## config.mk

```make
export PLATFORM = sky130hd
export DESIGN_NAME = seg7_capture
export DESIGN_NICKNAME = d
export VERILOG_FILES = /design/src/rtl/seg7_capture.sv
export SDC_FILE = /design/constraint.sdc
export NUM_CORES = 1
export LEC_CHECK = 0
export BUFFER_PORTS_ARGS = -buffer_cell sky130_fd_sc_hd__buf_2
export CORE_ASPECT_RATIO = 0.5
export CORE_MARGIN = 1.5
export CORE_UTILIZATION = 45
export CTS_BUF_LIST = sky130_fd_sc_hd__clkbuf_4 sky130_fd_sc_hd__clkbuf_8 sky130_fd_sc_hd__clkbuf_16
export CTS_CLUSTER_DIAMETER = 50
export DETAILED_ROUTE_END_ITERATION = 6
export REMOVE_ABC_BUFFERS = 1
export SKIP_CTS_REPAIR_TIMING = 1
export SLEW_MARGIN = 20
export SYNTH_ARGS = -nofsm -noshare
export SYNTH_HDL_FRONTEND = slang
export SYNTH_SLANG_ARGS = --single-unit
```

## constraint.sdc

```tcl
create_clock -name clk -period 6.9 [get_ports clk]
set_clock_uncertainty 0.15 [all_clocks]
set_input_delay 1.38 -clock clk [delete_from_list [all_inputs] [get_ports clk]]
set_output_delay 1.38 -clock clk [all_outputs]
set_load 0.01 [all_outputs]
```

## src/rtl/seg7_capture.sv

```systemverilog
// seg7_capture: recovers 4-digit frames from a multiplexed, active-low
// 7-segment display bus and presents them with a valid/ready handshake.
//
// Ports:
//   clk, rst        single rising-edge clock, synchronous active-high reset
//   an[3:0]         active-low digit enables (exactly one low = valid sample)
//   seg[6:0]        active-low segments, seg[6]=a ... seg[0]=g
//   out_ready       consumer accepts the presented frame
//   digits[15:0]    recovered frame, slot i at digits[4i+3:4i]
//   err_mask[3:0]   slot i carried an unrecognised segment pattern
//   frame_valid     digits/err_mask hold a complete frame
//   frame_err       OR of err_mask, registered together with frame_valid
module seg7_capture #(
    parameter int unsigned STABLE_CYCLES = 4
) (
    input  logic        clk,
    input  logic        rst,
    input  logic [3:0]  an,
    input  logic [6:0]  seg,
    input  logic        out_ready,
    output logic [15:0] digits,
    output logic [3:0]  err_mask,
    output logic        frame_valid,
    output logic        frame_err
);

    localparam int unsigned CNT_W   = 8;
    localparam int unsigned SLOTS   = 4;
    localparam int unsigned DIGIT_W = 4;

    typedef enum logic {
        COLLECT = 1'b0,
        PRESENT = 1'b1
    } state_e;

    state_e                 state_q, state_d;
    logic [CNT_W-1:0]       cnt_q, cnt_d;
    logic [3:0]             prev_an_q, prev_an_d;
    logic [6:0]             prev_seg_q, prev_seg_d;
    logic [15:0]            shadow_q, shadow_d;
    logic [SLOTS-1:0]       shadow_err_q, shadow_err_d;
    logic [SLOTS-1:0]       seen_q, seen_d;
    logic [15:0]            digits_q, digits_d;
    logic [SLOTS-1:0]       err_mask_q, err_mask_d;
    logic                   frame_valid_q, frame_valid_d;
    logic                   frame_err_q, frame_err_d;

    logic [DIGIT_W-1:0]     dec_val;
    logic                   dec_err;
    logic                   sample_valid;
    logic [1:0]             slot;
    logic                   same_sample;
    logic                   capture;

    // Segment pattern to BCD value; anything unknown (blank included) is an error.
    always_comb begin
        dec_err = 1'b0;
        case (seg)
            7'b0000001: dec_val = 4'd0;
            7'b1001111: dec_val = 4'd1;
            7'b0010010: dec_val = 4'd2;
            7'b0000110: dec_val = 4'd3;
            7'b1001100: dec_val = 4'd4;
            7'b0100100: dec_val = 4'd5;
            7'b0100000: dec_val = 4'd6;
            7'b0001111: dec_val = 4'd7;
            7'b0000000: dec_val = 4'd8;
            7'b0000100: dec_val = 4'd9;
            default: begin
                dec_val = 4'hF;
                dec_err = 1'b1;
            end
        endcase
    end

    // Only a one-hot-low enable is a sample; all-high or multiple lows are idle.
    always_comb begin
        sample_valid = 1'b1;
        slot         = 2'd0;
        case (an)
            4'b1110: slot = 2'd0;
            4'b1101: slot = 2'd1;
            4'b1011: slot = 2'd2;
            4'b0111: slot = 2'd3;
            default: sample_valid = 1'b0;
        endcase
    end

    // A zero count means the previous sample was idle (or reset), so no match.
    assign same_sample = (cnt_q != '0) && (an == prev_an_q) && (seg == prev_seg_q);

    // Fires once per dwell: only on the step from STABLE_CYCLES-1 to STABLE_CYCLES.
    assign capture = sample_valid && same_sample
                     && (cnt_q == CNT_W'(STABLE_CYCLES - 1));

    // Next-state and datapath.
    always_comb begin
        state_d       = state_q;
        cnt_d         = cnt_q;
        prev_an_d     = an;
        prev_seg_d    = seg;
        shadow_d      = shadow_q;
        shadow_err_d  = shadow_err_q;
        seen_d        = seen_q;
        digits_d      = digits_q;
        err_mask_d    = err_mask_q;
        frame_valid_d = frame_valid_q;
        frame_err_d   = frame_err_q;

        // Stability counter, saturating at STABLE_CYCLES.
        if (!sample_valid) begin
            cnt_d = '0;
        end else if (same_sample) begin
            if (cnt_q < CNT_W'(STABLE_CYCLES)) begin
                cnt_d = cnt_q + CNT_W'(1);
            end
        end else begin
            cnt_d = CNT_W'(1);
        end

        // Latest capture into a slot wins.
        for (int i = 0; i < int'(SLOTS); i++) begin
            if (capture && (slot == 2'(i))) begin
                shadow_d[DIGIT_W*i +: DIGIT_W] = dec_val;
                shadow_err_d[i]                = dec_err;
            end
        end

        case (state_q)
            COLLECT: begin
                if (seen_q == 4'b1111) begin
                    // Copy uses pre-edge shadow; a same-edge capture seeds the next frame.
                    digits_d      = shadow_q;
                    err_mask_d    = shadow_err_q;
                    frame_err_d   = |shadow_err_q;
                    frame_valid_d = 1'b1;
                    state_d       = PRESENT;
                    seen_d        = '0;
                end
            end
            PRESENT: begin
                if (out_ready) begin
                    frame_valid_d = 1'b0;
                    state_d       = COLLECT;
                end
            end
            default: state_d = COLLECT;
        endcase

        if (capture) begin
            seen_d[slot] = 1'b1;
        end
    end

    always_ff @(posedge clk) begin
        if (rst) begin
            state_q       <= COLLECT;
            cnt_q         <= '0;
            prev_an_q     <= '1;
            prev_seg_q    <= '1;
            shadow_q      <= '0;
            shadow_err_q  <= '0;
            seen_q        <= '0;
            digits_q      <= '0;
            err_mask_q    <= '0;
            frame_valid_q <= 1'b0;
            frame_err_q   <= 1'b0;
        end else begin
            state_q       <= state_d;
            cnt_q         <= cnt_d;
            prev_an_q     <= prev_an_d;
            prev_seg_q    <= prev_seg_d;
            shadow_q      <= shadow_d;
            shadow_err_q  <= shadow_err_d;
            seen_q        <= seen_d;
            digits_q      <= digits_d;
            err_mask_q    <= err_mask_d;
            frame_valid_q <= frame_valid_d;
            frame_err_q   <= frame_err_d;
        end
    end

    assign digits      = digits_q;
    assign err_mask    = err_mask_q;
    assign frame_valid = frame_valid_q;
    assign frame_err   = frame_err_q;

endmodule

```

Word level (Yosys, flattened, before mapping)

Index checks and enable logic that the tools add are counted.

Flip-flop bits (word level): 66
Input bits: 14
Output and inout bits: 22
Word-level logic and storage cells: 85

Add/sub/neg operators: 1
Magnitude comparators: 3
Equal/unequal tests: 23
Mux-type cells: 17
Bitwise logic cells: 4
Reduce and logical (&&, ||, !) cells: 19

Operators with widths:

| cell                  | count |
|---|---|
| $pmux W4 S10          | 1 |
| $eq A4 B4 Y1 const B  | 4 |
| $eq A7 B3 Y1 const B  | 2 |
| $eq A7 B6 Y1 const B  | 2 |
| $eq A7 B7 Y1 const B  | 2 |
| $mux W4               | 3 |
| $reduce_or A10 Y1     | 1 |
| $logic_and A1 B1 Y1   | 9 |
| $mux W1               | 9 |
| $add A8 B1 Y8 const B | 1 |
| $eq A8 B2 Y1 const B  | 1 |
| $lt A8 B3 Y1 const B  | 1 |
| $reduce_bool A8 Y1    | 1 |
| $reduce_or A4 Y1      | 2 |
| $eq A7 B1 Y1 const B  | 1 |
| $eq A7 B4 Y1 const B  | 1 |
| $eq A7 B5 Y1 const B  | 1 |
| $eq A7 B7 Y1          | 1 |
| $logic_not A7 Y1      | 1 |
| $pmux W2 S3           | 1 |
| $eq A2 B2 Y1 const B  | 2 |
| $eq A4 B3 Y1 const B  | 1 |
| $eq A4 B4 Y1          | 1 |
| $ne A2 B2 Y1 const B  | 2 |
| other kinds (12)      | 16 |

Longest topological paths before layout

Depth after elaboration: 8
Mapped depth: 7
Gate-level depth less buffers: 7

Worst setup path before layout

OpenSTA, ideal clock, no wires.

Path kind: input -> register
From: in seg[1]
To: reg shadow_err_q[1]
Library setup time: 0.128 ns
Arrival time: 2.859 ns
Data required time: 6.622 ns
Path slack: 3.763 ns
Stages: 6
Buffers on the path: 1
Cell sequence: clkbuf_1 -> xnor2_1 -> nand3_1 -> nor4b_4 -> mux2i_1 -> nor2_1

Longest elaborated chain between the ends: 5
Elaborated cells on any way between the ends: 17
Those cells by class: eq/ne: 10; mux: 1; reduce/logical: 6

RTL lines:

| what                                                                      | RTL line | RTL |
|---|---|---|
| from (decl)                                                               | 19       | `input logic [6:0] seg,` |
| parallel branches: the longest is 5 deep, another holds $reduce_or A10 Y1 | n/a      |  |
| to (signal assigned)                                                      | 174      | `shadow_err_q <= shadow_err_d;` |
| to (decl)                                                                 | 41       | `logic [SLOTS-1:0] shadow_err_q, shadow_err_d;` |

Parallel ways; which one is timed is not known.
A chain may end at the register's enable or synchronous reset.

Worst setup path in the final report

From: in seg[4]
To: reg shadow_q[6]

Longest elaborated chain between the ends: 5
Elaborated cells on any way between the ends: 16
Those cells by class: eq/ne: 10; mux: 1; reduce/logical: 5

RTL lines:

| what                                                                 | RTL line | RTL |
|---|---|---|
| parallel branches: the longest is 5 deep, another holds $pmux W4 S10 | n/a      |  |
| to (signal assigned)                                                 | 173      | `shadow_q <= shadow_d;` |
| to (decl)                                                            | 40       | `logic [15:0] shadow_q, shadow_d;` |

Parallel ways; which one is timed is not known.

==> impl_metrics.prom <==
# TYPE chip_impl_metric gauge
chip_impl_metric{name="numClockSinks",unit=""} 66
chip_impl_metric{name="number_of_antenna_violations_at_the_first_check_in_global_routing",unit=""} 0
chip_impl_metric{name="peakVddDrop",unit="mV"} 0.131
chip_impl_metric{name="maxClockFrequency",unit="MHz"} 330
chip_impl_info{name="ys_top_cells_by_area",value="dfxtp_1 (49%), nand2_1 (6.5%), a21oi_1 (5.6%)"} 1
chip_impl_metric{name="post_synth_num_cell_types",unit=""} 46
chip_impl_metric{name="vias",unit=""} 2008
chip_impl_metric{name="number_of_global_route_vias_before_repair",unit=""} 1917
chip_impl_metric{name="numCtsBuffers",unit=""} 9
chip_impl_metric{name="core_region_area",unit="sq um"} 5630
chip_impl_metric{name="global_route.overflow_total",unit=""} 0
chip_impl_metric{name="max_cap_viol_count",unit=""} 0
chip_impl_metric{name="synth-edff-count",unit=""} 0
chip_impl_metric{name="gpl.final_weighted_congestion",unit=""} 0.731
chip_impl_metric{name="drt_pass1_iterations",unit=""} 6
chip_impl_info{name="startpoint_type",value="primary input"} 1
chip_impl_metric{name="setup_total_negative_slack",unit="ns"} 0
chip_impl_metric{name="reg2reg_depth",unit=""} 6
chip_impl_metric{name="grt_usage",unit="%"} 18.3
chip_impl_metric{name="dp_slack",unit="ns"} 3.53
chip_impl_metric{name="synthMuxAreaShare",unit="%"} 4.82
chip_impl_metric{name="area.growth.synth_to_final",unit="%"} 18.8
chip_impl_metric{name="synth_area_in_compound_gates",unit="%"} 11.5
chip_impl_metric{name="yosys.area_share.xor_xnor",unit="%"} 4.77
chip_impl_metric{name="finalNetCount",unit=""} 336
chip_impl_metric{name="post_synth_and_or_nand_nor_area_fraction",unit="%"} 25.7
chip_impl_metric{name="postSynthRegisterBits",unit=""} 66
chip_impl_metric{name="final_worst_setup_slack",unit="ns"} 3.87
chip_impl_metric{name="finalHoldViolations",unit=""} 0
chip_impl_metric{name="power_per_cell_area",unit="nW/um^2"} 275
chip_impl_metric{name="initial_util",unit="%"} 47.9
chip_impl_info{name="clockRootBuffer",value="clkbuf_16"} 1
chip_impl_info{name="rsz0062_at_grt",value="no"} 1
chip_impl_metric{name="synth_seq_area_share",unit="%"} 48.9
chip_impl_metric{name="routedWlPerCell",unit="microns"} 13.1
chip_impl_metric{name="synthAdderAreaFrac",unit="%"} 0.927
chip_impl_info{name="cts_tree",value="yes"} 1
chip_impl_info{name="path_delay_family",value="simple AND/OR/NAND/NOR gates"} 1
chip_impl_metric{name="grt_first_pass_wirelength",unit="microns"} 9160
chip_impl_metric{name="worstHoldPathCells",unit=""} 2
chip_impl_metric{name="residual_antenna_violating_net_count_after_detailed_routing",unit=""} 0
chip_impl_metric{name="post_synth.cell_area_avg",unit="sq um"} 9.34
chip_impl_metric{name="placement.io_buffers",unit=""} 35
chip_impl_metric{name="timing.critical_path.arrival",unit="ns"} 3.05
chip_impl_metric{name="synth_area",unit="sq um"} 2700
chip_impl_metric{name="worst-path-buf-inv",unit=""} 1
chip_impl_metric{name="detailedPlacementHpwl",unit="microns"} 3510
chip_impl_metric{name="path_clk_slew",unit="ns"} 0.05
chip_impl_info{name="synth_top_area_cell",value="dfxtp_1"} 1
chip_impl_metric{name="finalSetupViolCount",unit=""} 0
chip_impl_metric{name="worst_slew_pin_slew",unit="ns"} 1.01
chip_impl_metric{name="placed_cell_area",unit="sq um"} 2890
chip_impl_metric{name="detail_route.iter0.violations",unit=""} 77
chip_impl_metric{name="die_footprint",unit="sq um"} 6500
chip_impl_metric{name="cp_data_required_time",unit="ns"} 6.92
chip_impl_metric{name="floorplan.io_pins",unit=""} 36
chip_impl_metric{name="worstPathMaxFanout",unit=""} 8
chip_impl_metric{name="gate_count_of_the_mapped_netlist",unit=""} 289
chip_impl_metric{name="period_utilization",unit="%"} 44.0
chip_impl_info{name="synth_top_family_by_area",value="simple AND/OR/NAND/NOR gates"} 1
chip_impl_info{name="cpMaxStageDelayCell",value="nor4b_4"} 1
chip_impl_metric{name="layout-drive-gt1-share",unit="%"} 23.7
chip_impl_metric{name="grt_start_max_net_pins",unit=""} 60
chip_impl_metric{name="diodes",unit=""} 0
chip_impl_metric{name="max-clock-path-buffers",unit=""} 2
chip_impl_info{name="synthFlopType",value="dfxtp_1"} 1
chip_impl_info{name="timing.setup.critical_path_class",value="in -> reg"} 1
chip_impl_metric{name="cp_num_cells",unit=""} 7
chip_impl_metric{name="fp.dieW",unit="microns"} 113
chip_impl_metric{name="post-route-util",unit="%"} 56.9
chip_impl_metric{name="p_leak",unit="uW"} 0.00124
chip_impl_metric{name="report.final.slew_viol_count",unit=""} 0
chip_impl_metric{name="drt_drc_violations_left",unit=""} 0
chip_impl_metric{name="row_count",unit=""} 19
chip_impl_metric{name="route.final.wire_length",unit="microns"} 5200
chip_impl_metric{name="synth_warnings",unit=""} 0
chip_impl_metric{name="cts.htree.levels",unit=""} 3
chip_impl_metric{name="worst_slew_margin_rel",unit="%"} 32.7
chip_impl_info{name="critPathCaptureType",value="register"} 1
chip_impl_metric{name="via_per_inst",unit=""} 5.05
chip_impl_info{name="outcome",value="finished clean"} 1
chip_impl_info{name="cp_cell_sequence",value="buf_2, xor2_2, nor4_4, nand3_4, nor4b_4, mux2i_1, nor2_1"} 1
chip_impl_metric{name="finalInstanceArea",unit="sq um"} 3210
chip_impl_metric{name="critPathMaxStageDelay",unit="ns"} 0.51
chip_impl_metric{name="clk-insertion-delay-late",unit="ns"} 0.32
chip_impl_info{name="class_of_the_tightest_hold_or_removal_check",value="reg -> reg"} 1
chip_impl_metric{name="synth_async_sr_flop_share",unit="%"} 0
chip_impl_metric{name="floorplan.die.height",unit="microns"} 57.8
chip_impl_metric{name="shortest_clock_period_the_worst_path_allows_after_layout",unit="ns"} 3.03
chip_impl_metric{name="synth_top_area_share",unit="%"} 48.9
-- state kept, by name, summed over array words and instances, names as in the netlist --
signal,cells
state_q,1
frame_valid,1
err_mask,4
prev_an_q,4
shadow_err_q,4
seen_q,4
prev_seg_q,7
shadow_q,16
frame_err,1
digits,16
cnt_q,8
-- tightest hold or removal path, delay by kind of cell (launching register included) --
kind / cells / cell delay, ns
and+or+nand+nor: 1 / 0.05
AOI/OAI and AO/OA: 1 / 0.05
DFF: 1 / 0.30
-- cells in the mapped netlist (all sizes together) (2+ instances only) --
cell type and instances:
xnor2 4, inv 3, ha 2, and2 5, nor3 4, a211oi 8, or2b 2, nor4 4
a21oi 30, mux2i 13, nand4 3, clkbuf 13, dfxtp 66, buf 3, nor2 32, xor2 9
nand3b 2, nand3 4, nor2b 3, o21a 2, nand2 47, or2 12
-- stage by stage --
stage / hold WS (ns) / instances / total power [uW]
global route: 0.326 / 398 / 920
CTS: 0.303 / 397 / 892
floorplan: 0.275 / 273 / 417
global placement: 0.291 / 381 / 434
detailed placement: 0.295 / 381 / 435
finish: 0.300 / 398 / 881
-- layout make-up --
class,instances,area (sq um)
clock buffer,10,239
timing repair buffer,36,190
fill,497,2430
multi-input combinational,204,1290
inverter,3,11.3
tap,73,91.3
sequential,66,1320
clock inverter,6,65.1
-- layout by cell type (no fill, tap or decap), drive strengths merged, types with 2 or more instances in the layout --
cell / Yosys / final
nand2: 47 / 47
buf: 3 / 36
nor2b: 3 / 3
and2: 5 / 5
clkbuf: 13 / 10
ha: 2 / 2
nor3: 4 / 4
a21oi: 30 / 30
or2b: 2 / 2
a211oi: 8 / 8
dfxtp: 66 / 66
nor4: 4 / 4
o21a: 2 / 2
clkinv: 0 / 3
inv: 3 / 4
nand3b: 2 / 2
xnor2: 4 / 4
or2: 12 / 12
nand4: 3 / 3
nor2: 32 / 32
nand3: 4 / 4
mux2i: 13 / 13
xor2: 9 / 9
-- kinds of logic (layout without fill, tap and decap cells) --
family,after synthesis,after routing
buf+inv,19,55
mux,13,13
fa+ha+maj,2,2
flops,66,66
simple gates,126,126
compound gates,50,50
xor+xnor,13,13
-- where the power goes --
part	total, uW	switching (uW)	leakage (uW)	internal (uW)
combinational	39.9	25.4	0.000560	14.5
clock	454	164	0.000149	290
sequential	387	2.07	0.000535	385
total	881	192	0.00124	689
-- routing by layer --
layer,up-vias,wire length (microns),track usage [%],part of all wire [%]
met3,6,166,5.75,3.2
met5,-,0,0,0
li1,1042,-,-,-
met2,29,2170,26.8,42
met1,931,2820,25.2,54
met4,0,48,7.59,0.92
-- path summary, 6_finish.rpt --
check,startpoint,to,slack (ns)
min reg2reg,digits[13],digits[13],0.30
min,digits[13],digits[13],0.30
max reg2reg,cnt_q[5],shadow_err_q[2],4.66
max,seg[4],shadow_q[6],3.87
Note: power is estimated with default switching activity, not from simulation.
